<file path="src/rtl/mem_pkg.sv">
// Shared types for the memory arbiter: arbitration modes,
// read-response owner tags and default RAM geometry.
package mem_pkg;

  localparam int DEF_ADDR_W = 8;
  localparam int DEF_DATA_W = 16;

  typedef enum logic [1:0] {
    NORMAL  = 2'd0,
    STARVED = 2'd1,
    HALTED  = 2'd2
  } mode_t;

  typedef enum logic [1:0] {
    OWN_NONE = 2'd0,
    OWN_CPU  = 2'd1,
    OWN_DBG  = 2'd2
  } owner_t;

endpackage

</file>
<file path="src/rtl/mem_arbiter.sv">
// Two-requester (CPU / debug) arbiter for a single-port RAM.
// Ports: cpu_* and dbg_* req/gnt/rvalid/rdata, cpu_halted,
// mem_* RAM request, mem_rdata (1-cycle latency), mode.
module mem_arbiter
  import mem_pkg::*;
#(
  parameter int ADDR_W     = DEF_ADDR_W,
  parameter int DATA_W     = DEF_DATA_W,
  parameter int STARVE_MAX = 4
) (
  input  logic              clk,
  input  logic              reset,
  input  logic              cpu_req,
  input  logic              cpu_we,
  input  logic [ADDR_W-1:0] cpu_addr,
  input  logic [DATA_W-1:0] cpu_wdata,
  output logic              cpu_gnt,
  output logic              cpu_rvalid,
  output logic [DATA_W-1:0] cpu_rdata,
  input  logic              dbg_req,
  input  logic              dbg_we,
  input  logic [ADDR_W-1:0] dbg_addr,
  input  logic [DATA_W-1:0] dbg_wdata,
  output logic              dbg_gnt,
  output logic              dbg_rvalid,
  output logic [DATA_W-1:0] dbg_rdata,
  input  logic              cpu_halted,
  output logic [ADDR_W-1:0] mem_addr,
  output logic              mem_we,
  output logic [DATA_W-1:0] mem_wdata,
  input  logic [DATA_W-1:0] mem_rdata,
  output logic [1:0]        mode
);

  localparam logic [3:0] LIM = 4'(STARVE_MAX);

  mode_t      r_mode;
  owner_t     r_owner;
  logic [3:0] r_starve_cnt;

  logic       w_cpu_win;
  logic       w_dbg_win;
  logic       w_dbg_wait;
  logic [3:0] w_cnt_nxt;

  // STARVED and HALTED both hand priority to debug.
  always_comb begin
    w_cpu_win = 1'b0;
    w_dbg_win = 1'b0;
    if (!reset) begin
      case (r_mode)
        STARVED, HALTED: begin
          w_dbg_win = dbg_req;
          w_cpu_win = cpu_req & ~dbg_req;
        end
        default: begin
          w_cpu_win = cpu_req;
          w_dbg_win = dbg_req & ~cpu_req;
        end
      endcase
    end
  end

  assign cpu_gnt = w_cpu_win;
  assign dbg_gnt = w_dbg_win;

  always_comb begin
    mem_addr  = '0;
    mem_we    = 1'b0;
    mem_wdata = '0;
    if (w_cpu_win) begin
      mem_addr  = cpu_addr;
      mem_we    = cpu_we;
      mem_wdata = cpu_wdata;
    end else if (w_dbg_win) begin
      mem_addr  = dbg_addr;
      mem_we    = dbg_we;
      mem_wdata = dbg_wdata;
    end
  end

  assign w_dbg_wait = dbg_req & ~w_dbg_win;

  always_comb begin
    w_cnt_nxt = 4'd0;
    if (w_dbg_wait) begin
      if (r_starve_cnt >= LIM) w_cnt_nxt = LIM;
      else w_cnt_nxt = r_starve_cnt + 4'd1;
    end
  end

  // Mode switches on the edge where the denial count
  // reaches the limit, so debug wins on the next cycle.
  always_ff @(posedge clk) begin
    if (reset) begin
      r_mode       <= NORMAL;
      r_starve_cnt <= 4'd0;
      r_owner      <= OWN_NONE;
    end else begin
      if (w_cpu_win && !cpu_we)
        r_owner <= OWN_CPU;
      else if (w_dbg_win && !dbg_we)
        r_owner <= OWN_DBG;
      else
        r_owner <= OWN_NONE;

      if (cpu_halted) begin
        r_mode       <= HALTED;
        r_starve_cnt <= 4'd0;
      end else begin
        r_starve_cnt <= w_cnt_nxt;
        case (r_mode)
          NORMAL:
            if (w_cnt_nxt >= LIM) r_mode <= STARVED;
          STARVED:
            if (w_dbg_win || !dbg_req) r_mode <= NORMAL;
          default:
            r_mode <= NORMAL;
        endcase
      end
    end
  end

  // A response pending across a reset cycle is dropped.
  assign cpu_rvalid = !reset && (r_owner == OWN_CPU);
  assign dbg_rvalid = !reset && (r_owner == OWN_DBG);
  assign cpu_rdata  = cpu_rvalid ? mem_rdata : '0;
  assign dbg_rdata  = dbg_rvalid ? mem_rdata : '0;
  assign mode       = r_mode;

endmodule

</file>
<file path="config.mk">
export PLATFORM = sky130hd
export DESIGN_NAME = mem_arbiter
export DESIGN_NICKNAME = d
export VERILOG_FILES = /design/src/rtl/mem_pkg.sv /design/src/rtl/mem_arbiter.sv
export SDC_FILE = /design/constraint.sdc
export NUM_CORES = 1
export LEC_CHECK = 0
export CAP_MARGIN = 20
export CORE_AREA = 2 2 52 54
export CTS_CLUSTER_DIAMETER = 40
export DETAILED_ROUTE_END_ITERATION = 10
export DIE_AREA = 0 0 54 56
export DONT_BUFFER_PORTS = 1
export PLACE_DENSITY = 0.55
export RECOVER_POWER = 50
export SLEW_MARGIN = 25
export SYNTH_ARGS = -nofsm -noshare
export SYNTH_HDL_FRONTEND = slang
export SYNTH_SLANG_ARGS = --single-unit
</file>
<file path="constraint.sdc">
create_clock -name clk -period 4.62 [get_ports clk]
set_input_delay 0.462 -clock clk [delete_from_list [all_inputs] [get_ports clk]]
set_output_delay 0.462 -clock clk [all_outputs]
set_load 0.05 [all_outputs]
</file>
* After elaboration in Yosys (flattened, before gate mapping) *
Index checks and enable logic that the tools add are counted.

cells by class
  add/subtract/negate cells = 1
  magnitude comparators = 2
  eq/ne operators = 8
  multiplexer cells = 20
  bitwise logic cells = 6
  reductions and logical operators = 15

operators by type and width
  kind                                                  number
  2-to-1 mux 16 bit                                     4
  2-to-1 mux 8 bit                                      2
  >= comparator 4 x 3 -> 1 bit (second input constant)  2
  2-to-1 mux 2 bit                                      4
  2-to-1 mux 4 bit                                      2
  2-to-1 mux 1 bit                                      7
  != test 3 bit (second input constant)                 2
  OR reduction 2 bit                                    3
  adder 4 x 1 -> 4 bit (second input constant)          1
  equality test 2 x 1 -> 1 bit (second input constant)  2
  equality test 2 bit (second input constant)           2
  logical AND 1 bit                                     4
  logical NOT 1 bit                                     4
  != test 2 bit (second input constant)                 2
  case mux 2 bit (2 select lines)                       1
  AND reduction 2 bit                                   2
  bitwise AND 1 bit                                     3
  inverter 1 bit                                        3
  logical NOT 2 bit                                     1
  logical OR 1 bit                                      1

storage, ports and cells
  bits in registers = 8
  output and inout port bits = 63
  logic and storage cells = 57

* Logic depth before layout (Yosys ltp) *
Gate-level depths: netlist of run 1.

  depth after elaboration = 11
  mapped depth = 7

* Least setup slack after synthesis of run 1 *
OpenSTA, ideal clock, no wires.

  kind = reg-to-output
  start point = reg r_mode[0] (netlist: mode[0])
  end point = out mem_addr[0]
  data arrival time = 2.393 ns
  path slack = 1.765 ns
  cell stages (with the launch flop) = 7
  path buffers = 1
  cell sequence = dfxtp_1 inv_1 ha_1 and2b_1 nor2_2 buf_2 a22o_1

on the way
  word-level cells in the longest chain between the ends = 6
  elaborated cells on any way between the ends = 9

RTL lines
  element                                                                     line                source
  start: declaration                                                          mem_arbiter.sv:37   mode_t r_mode;
  start signal: assignment                                                    mem_arbiter.sv:96   r_mode <= NORMAL;
  start signal: assignment                                                    mem_arbiter.sv:108  r_mode <= HALTED;
  start signal: assignment                                                    mem_arbiter.sv:114  if (w_cnt_nxt >= LIM) r_mode <= STARVED;
  equality test 2 x 1 -> 1 bit / equality test 2 bit (equally long branches)  mem_arbiter.sv:51   case (r_mode)
  OR reduction 2 bit (*)                                                      mem_arbiter.sv:51
  2-to-1 mux 1 bit (*)                                                        mem_arbiter.sv:51
  2-to-1 mux 1 bit (*)                                                        mem_arbiter.sv:50   if (!reset) begin
  named net dbg_gnt                                                           mem_arbiter.sv:24   output logic dbg_gnt,
  2-to-1 mux 8 bit (*)                                                        mem_arbiter.sv:75   end else if (w_dbg_win) begin
  2-to-1 mux 8 bit (*)                                                        mem_arbiter.sv:71   if (w_cpu_win) begin
  end: declaration                                                            mem_arbiter.sv:28   output logic [ADDR_W-1:0] mem_addr,

Mark *: on every way through the listed nets, which the timed path passes. The rest lies on a longest branch.

* Worst setup path after layout of run 1 *
  start point = reg r_mode[0] (netlist: mode[0])
  end point = out mem_wdata[14]

on the way
  word-level cells in the longest chain between the ends = 6
  elaborated cells on any way between the ends = 9

RTL lines
  element                                                                     line               source
  equality test 2 x 1 -> 1 bit / equality test 2 bit (equally long branches)  mem_arbiter.sv:51
  OR reduction 2 bit (*)                                                      mem_arbiter.sv:51
  2-to-1 mux 1 bit                                                            mem_arbiter.sv:51
  2-to-1 mux 1 bit                                                            mem_arbiter.sv:50
  2-to-1 mux 16 bit                                                           mem_arbiter.sv:75
  2-to-1 mux 16 bit (*)                                                       mem_arbiter.sv:71
  end: declaration                                                            mem_arbiter.sv:30  output logic [DATA_W-1:0] mem_wdata,

Mark *: on every way between the ends. The rest lies on a longest branch, timed or not.

==> results of run 1 <==
==> state kept, by name, summed over array words and instances, names as in the netlist <==
signal,count
r_starve_cnt,4
mode,2
r_owner,2
==> final cells by class <==
cell class,count,area (µm²)
Sequential cell,8,160.2
Clock buffer,3,22.52
Fill cell,257,1550
Timing Repair Buffer,3,15.01
Multi-Input combinational cell,82,628.1
Tap cell,30,37.54
Inverter,5,18.77
==> how the worst max path moves through the flow <==
stage / to / slack, ns / cells past startpoint
floorplan: mem_addr[0] / 1.77 / 6
global placement: mem_wdata[14] / 1.56 / 5
detailed placement: mem_wdata[14] / 1.44 / 5
CTS: mem_wdata[14] / 1.15 / 5
finish: mem_wdata[14] / 1.17 / 5
global route: mem_wdata[14] / 0.99 / 5
==> routing by layer <==
layer / track usage / vias to the layer above
li1: - / 365
met1: 0.1575 / 376
met2: 0.3223 / 95
met3: 0.02957 / 12
met4: 0.1179 / 0
met5: 0 / -
==> critical path: stages (launching register included) <==
cell	delay, ns
dfxtp_1	0.66
inv_1	0.15
ha_1	0.35
and2b_1	0.20
nor2_2	0.73
a22o_1	0.62
==> stage by stage <==
stage | power, mW | setup slack, ns | cells
3_5_place_dp | 0.1993 | 1.437 | 128
3_3_place_gp | 0.1978 | 1.557 | 128
5_1_grt | 0.2621 | 0.9899 | 131
6_report | 0.2497 | 1.172 | 131
2_1_floorplan | 0.1918 | 1.765 | 102
4_1_cts | 0.2537 | 1.150 | 131
==> synthesized netlist by cell type, drive strengths merged, types with 2 or more instances <==
| library cell | count |
|---|---|
| nor3b | 2 |
| and2 | 33 |
| inv | 5 |
| dfxtp | 8 |
| nor3 | 2 |
| a22o | 25 |
| ha | 3 |
| buf | 7 |
| nor2 | 2 |
| nand2b | 2 |
==> cells in the final DEF, fill, tap and decap left out <==
cell and n:
a2111o_1 1, a2111oi_2 1, a21oi_1 1, a22o_1 25, a32o_1 1, and2_0 28
and2_1 5, and2b_1 1, and3_2 1, buf_4 1, clkbuf_1 2, clkbuf_4 3
conb_1 1, dfxtp_1 8, ha_1 3, inv_1 4, inv_2 1, nand2_1 1
nand2b_1 1, nand2b_4 1, nand4b_1 1, nor2_1 1, nor2_2 1, nor2b_1 1
nor3_1 2, nor3b_2 2, nor4_1 1, nor4b_1 1, or3_1 1
==> report_power, final <==
group	total [mW]	leakage [nW]	internal, mW	switching (mW)
Combinational	0.120	0.269	0.0216	0.0982
Clock	0.0531	0.0138	0.0297	0.0234
Sequential	0.0767	0.0655	0.0715	0.00520
==> cell families after synthesis <==
family | count (synthesis)
adders and majority gates | 3
buffers and inverters | 12
AOI/OAI and AO/OA | 29
DFF | 8
other | 1
and+or+nand+nor | 49
==> flow_summary_export.csv, run 1 <==
group,metric,value,unit
clock_network,clk_pin_slew_worst_paths,0.06,ns
setup_path,cp_max_fo,26,
sta,slew_headroom,0.3002,
setup_path,worstRegToRegCells,5,
clock_network,cts_tree,"done",
floorplan,row_count,18,
grt,grt_pass1_wl,3.836,mm
setup_path,worstSetupEndpointType,"output port",
placed_design,dp_hpwl,2.282,mm
cells_and_area,diodes,0,
worst_hold_path,min_to,"mode[0]$_SDFFE_PP0P_",
synth,synth_area_leaders,"a22o_1 26%, and2_1 25%, dfxtp_1 19%",
routing,wl,2.649,mm
sta,max_freq,290.0,MHz
sta,maxSlewViolCount,0,
worst_hold_path,whs_path_depth,1,
floorplan,start_util,0.3421,
sta,rsz0062_at_grt,"false",
sta,fin_tns_setup,0,ns
synth,synth_cells,102,
synth,synth_mux_area_frac,0,
synth,synth.largest_area_cell,"a22o_1",
routing,wire_per_inst,20.22,µm
synth,syn_area,832.0,µm²
cells_and_area,fin_util,0.3627,
sta,period_share,0.7464,
pwr,ir_worst_vdd,117.2,µV
grt,grt_antenna_before_repair,0,
synth,ys_async_sr_fraction,0,
pwr,power-per-cell-area,283.1,nW/µm²
synth,synth_cell_types,26,
sta,finalSetupViolCount,0,
worst_hold_path,hold_class,"in2reg",
worst_hold_path,hp-start,"cpu_halted",
flow_run,maxCapViolations,0,
grt,grt_usage,0.1725,
setup_path,rr_endpoint,"mode[0]$_SDFFE_PP0P_",
synth,synth_top_family_by_area,"simple AND/OR/NAND/NOR gates",
floorplan,dieArea,3024,µm²
synth,synth_compound_area_frac,0.3128,
routing,ant_nets,0,
grt,grt_overflow_total,0,
synth,yosys_warnings,0,
clock_network,cts_sinks,8,
synth,synthesis.nets,176,
grt,grt_max_degree,28,
routing,top_layer,"met4",
clock_network,post_cts_resized,0,
placed_design,io_buffers,0,
synth,avgSynthCellArea,8.157,µm²
setup_path,worstPathArrival,2.99,ns
clock_network,htreeDepth,1,
setup_path,startpoint,"mode[0]$_SDFFE_PP0P_",
routing,m1WireLength,758,µm
sta,fin_crit,3.448,ns
synth,synth_flop_cell,"dfxtp_1",
clock_network,cts_buffer_depth,2,
floorplan,die_h,56,µm
run_status,status,"finished clean",
synth,synthAdderAreaFrac,0.04511,
synth,synth-xor-area-share,0,
placed_design,place_area,867.1,µm²
clock_network,cts_made_buffers,3,
routing,wl_met3,302,µm
sta,holdWs,0.2718,ns
clock_network,clock-root-buffer,"clkbuf_4",
floorplan,die_x,54,µm
cells_and_area,final_layout_size_suffix_gt1_frac,0.1089,
floorplan,io_pins,134,
sta,worstMarginPinSlew,1.050,ns
routing,first_pass_iters,4,
sta,hold_viol,0,
routing,drtIter0Drc,31,
synth,synth_edf_count,0,
pwr,leakage,0.3480,nW
cells_and_area,layout.nets,177,
clock_network,insertion_delay,0.25,ns
routing,num_vias,848,
cells_and_area,area_growth,6.015,%
setup_path,critPathKind,"reg2out",
cells_and_area,fin_area,882.1,µm²
synth,yosysSeqAreaShare,0.1925,
setup_path,critPathLaunchType,"register",
synth,synth_top_area_frac,0.2632,
placed_design,place_congestion,0.9004,
setup_path,r2r_slack,2.34,ns
grt,grt_pass1_vias,823,
clock_network,cts_setup_buffers,0,
routing,dr_wl_met2,1.459,mm
sta,skew,0.006339,ns
synth,synth-simple-area-share,0.3805,
setup_path,crit_required,4.16,ns
synth,postSynthRegisterBits,8,
routing,post-route-drc-count,0,
setup_path,r2r-start,"mode[0]$_SDFFE_PP0P_",
clock_network,postCtsHoldBufs,0,
floorplan,core_area,2432,µm²
routing,vias_per_cell,6.473,
(Power assumes the default switching activity.)
==> run 2, diff against run 1 <==
--- a/config.mk
+++ b/config.mk
@@ -11,7 +11,7 @@
 export DETAILED_ROUTE_END_ITERATION = 10
 export DIE_AREA = 0 0 54 56
 export DONT_BUFFER_PORTS = 1
-export PLACE_DENSITY = 0.55
+export PLACE_DENSITY = 0.57
 export RECOVER_POWER = 50
 export SLEW_MARGIN = 25
 export SYNTH_ARGS = -nofsm -noshare
==> constraint.sdc (replaced) <==
create_clock -name clk -period 2.8 [get_ports clk]
set_input_delay 0.28 -clock clk [delete_from_list [all_inputs] [get_ports clk]]
set_output_delay 0.28 -clock clk [all_outputs]
set_load 0.05 [all_outputs]
==> flow_summary_export.csv, run 2 (same netlist as run 1, synthesis figures left out) <==
group,metric,value,unit
run_status,status,"finished clean",
floorplan,core_area,2432,µm²
setup_path,r2r-start,"mode[0]$_SDFFE_PP0P_",
pwr,ir_worst_vdd,249.4,µV
setup_path,cp_max_fo,27,
grt,grt_max_degree,28,
cells_and_area,final_layout_size_suffix_gt1_frac,0.3077,
setup_path,rr_endpoint,"mode[0]$_SDFFE_PP0P_",
routing,first_pass_iters,4,
routing,wire_per_inst,19.24,µm
setup_path,worstSetupEndpointType,"output port",
cells_and_area,layout_common_cells,"25 x a22o_1, 25 x buf_12, 24 x and2_0",
placed_design,io_buffers,0,
routing,vias_per_cell,6.125,
routing,dr_wl_met2,1.786,mm
pwr,power-per-cell-area,378.6,nW/µm²
pwr,total_power,0.5339,mW
clock_network,cts_buffer_depth,2,
pwr,swShare,0.4366,
pwr,comb_power_share,0.611,
floorplan,die_x,54,µm
routing,drtIter0Drc,29,
floorplan,start_util,0.3421,
routing,wl,3.079,mm
cells_and_area,multi_input_area,621.8,µm²
sta,maxSlewViolCount,0,
sta,max_freq,401.3,MHz
floorplan,die_h,56,µm
clock_network,post_cts_resized,0,
clock_network,htreeDepth,1,
routing,ant_nets,0,
cells_and_area,layout.nets,206,
grt,grt_pass1_wl,4.284,mm
cells_and_area,fillerInstances,206,
clock_network,clk_pin_slew_worst_paths,0.05,ns
sta,skew,0.0005736,ns
clock_network,cts_setup_buffers,0,
setup_path,crit_required,2.52,ns
pwr,power.switching,0.2331,mW
sta,fin_crit,2.492,ns
setup_path,critPathKind,"reg2out",
pwr,leakage,0.5914,nW
setup_path,worstPathArrival,2.21,ns
routing,post-route-drc-count,0,
routing,top_layer,"met4",
grt,grt_antenna_before_repair,0,
clock_network,clock-root-buffer,"clkbuf_4",
setup_path,critPathLaunchType,"register",
cells_and_area,diodes,0,
pwr,power.share.sequential,0.226,
clock_network,cts_sinks,8,
setup_path,worstPathCellList,"buf_4 > inv_1 > ha_1 > nand2_1 > and3_2 > a22o_1 > buf_12",
sta,period_share,0.8900,
sta,worstMarginPinSlew,0.7302,ns
grt,grt_pass1_vias,944,
clock_network,postCtsHoldBufs,0,
setup_path,r2r_slack,0.57,ns
routing,m1WireLength,862,µm
sta,finalSetupViolCount,0,
flow_run,maxCapViolations,0,
sta,hold_viol,0,
worst_hold_path,min_to,"r_owner[1]$_SDFF_PP0_",
grt,grt_usage,0.1900,
setup_path,worstRegToRegCells,6,
pwr,internal-power,0.3008,mW
clock_network,cts_tree,"done",
pwr,power_frac_clock,0.163,
floorplan,dieArea,3024,µm²
sta,fin_tns_setup,0,ns
sta,rsz0062_at_grt,"false",
routing,num_vias,980,
cells_and_area,largest_reg_flops,4,
worst_hold_path,hold_class,"in2reg",
floorplan,io_pins,134,
cells_and_area,area_growth,69.47,%
cells_and_area,register_area,160.2,µm²
placed_design,place_congestion,0.7486,
worst_hold_path,hp-start,"dbg_we",
worst_hold_path,whs_path_depth,1,
cells_and_area,top_register,"r_starve_cnt",
setup_path,max_stage_delay,0.47,ns
grt,grt_overflow_total,0,
floorplan,row_count,18,
clock_network,insertion_delay,0.25,ns
sta,slew_headroom,0.5111,
setup_path,critPathSlowestCell,"and3_2",
routing,wl_met3,381,µm
sta,holdWs,0.09884,ns
clock_network,cts_made_buffers,3,
placed_design,dp_hpwl,2.685,mm
==> run 2: area by class of cell <==
cell class	count	share of cell area
repair buffers	32	0.3895
clock buffers	3	0.01597
inverters	5	0.01331
multi-input cells	82	0.4410
flip-flops and latches	8	0.1136
well taps	30	0.02662
==> run 2: power groups by stage <==
stage / registers, mW / logic (mW) / clock network (mW)
4_1_cts: 0.121 / 0.329 / 0.0906
6_report: 0.121 / 0.326 / 0.0871
2_1_floorplan: 0.128 / 0.188 / 0
3_3_place_gp: 0.122 / 0.324 / 0
5_1_grt: 0.121 / 0.336 / 0.0947
3_5_place_dp: 0.123 / 0.329 / 0
==> run 2: how the worst max path moves through the flow <==
stage	startpoint	endpoint	slack (ns)
global placement	mode[0]$_SDFFE_PP0P_	mem_wdata[7]	0.68
finish	mode[0]$_SDFFE_PP0P_	mem_wdata[7]	0.31
detailed placement	mode[0]$_SDFFE_PP0P_	mem_wdata[7]	0.59
global route	mode[0]$_SDFFE_PP0P_	mem_wdata[7]	0.22
floorplan	mode[0]$_SDFFE_PP0P_	mem_addr[0]	0.13
CTS	mode[0]$_SDFFE_PP0P_	mem_wdata[7]	0.31
==> run 2: routing by layer <==
layer,GRT usage,up-vias
li1,-,423
met1,0.1740,451
met2,0.3868,102
met3,0.04301,4
met4,0.05000,0
met5,0,-
==> run 2: critical path: cells and delay by family (launching register included) <==
kind / cells / cell delay (ns)
adders and majority gates: 1 / 0.34
DFF: 1 / 0.32
buffers and inverters: 3 / 0.46
AOI/OAI and AO/OA: 1 / 0.28
and+or+nand+nor: 2 / 0.56
==> run 2: per-stage QoR <==
step / area [µm²] / setup slack, ns / util / cells
2_1_floorplan: 832.0 / 0.1270 / - / 102
3_3_place_gp: 1398 / 0.6797 / 0.5746 / 157
3_5_place_dp: 1398 / 0.5942 / 0.5746 / 157
4_1_cts: 1420 / 0.3096 / 0.5838 / 160
5_1_grt: 1410 / 0.2191 / 0.5797 / 160
6_report: 1410 / 0.3081 / 0.5797 / 160
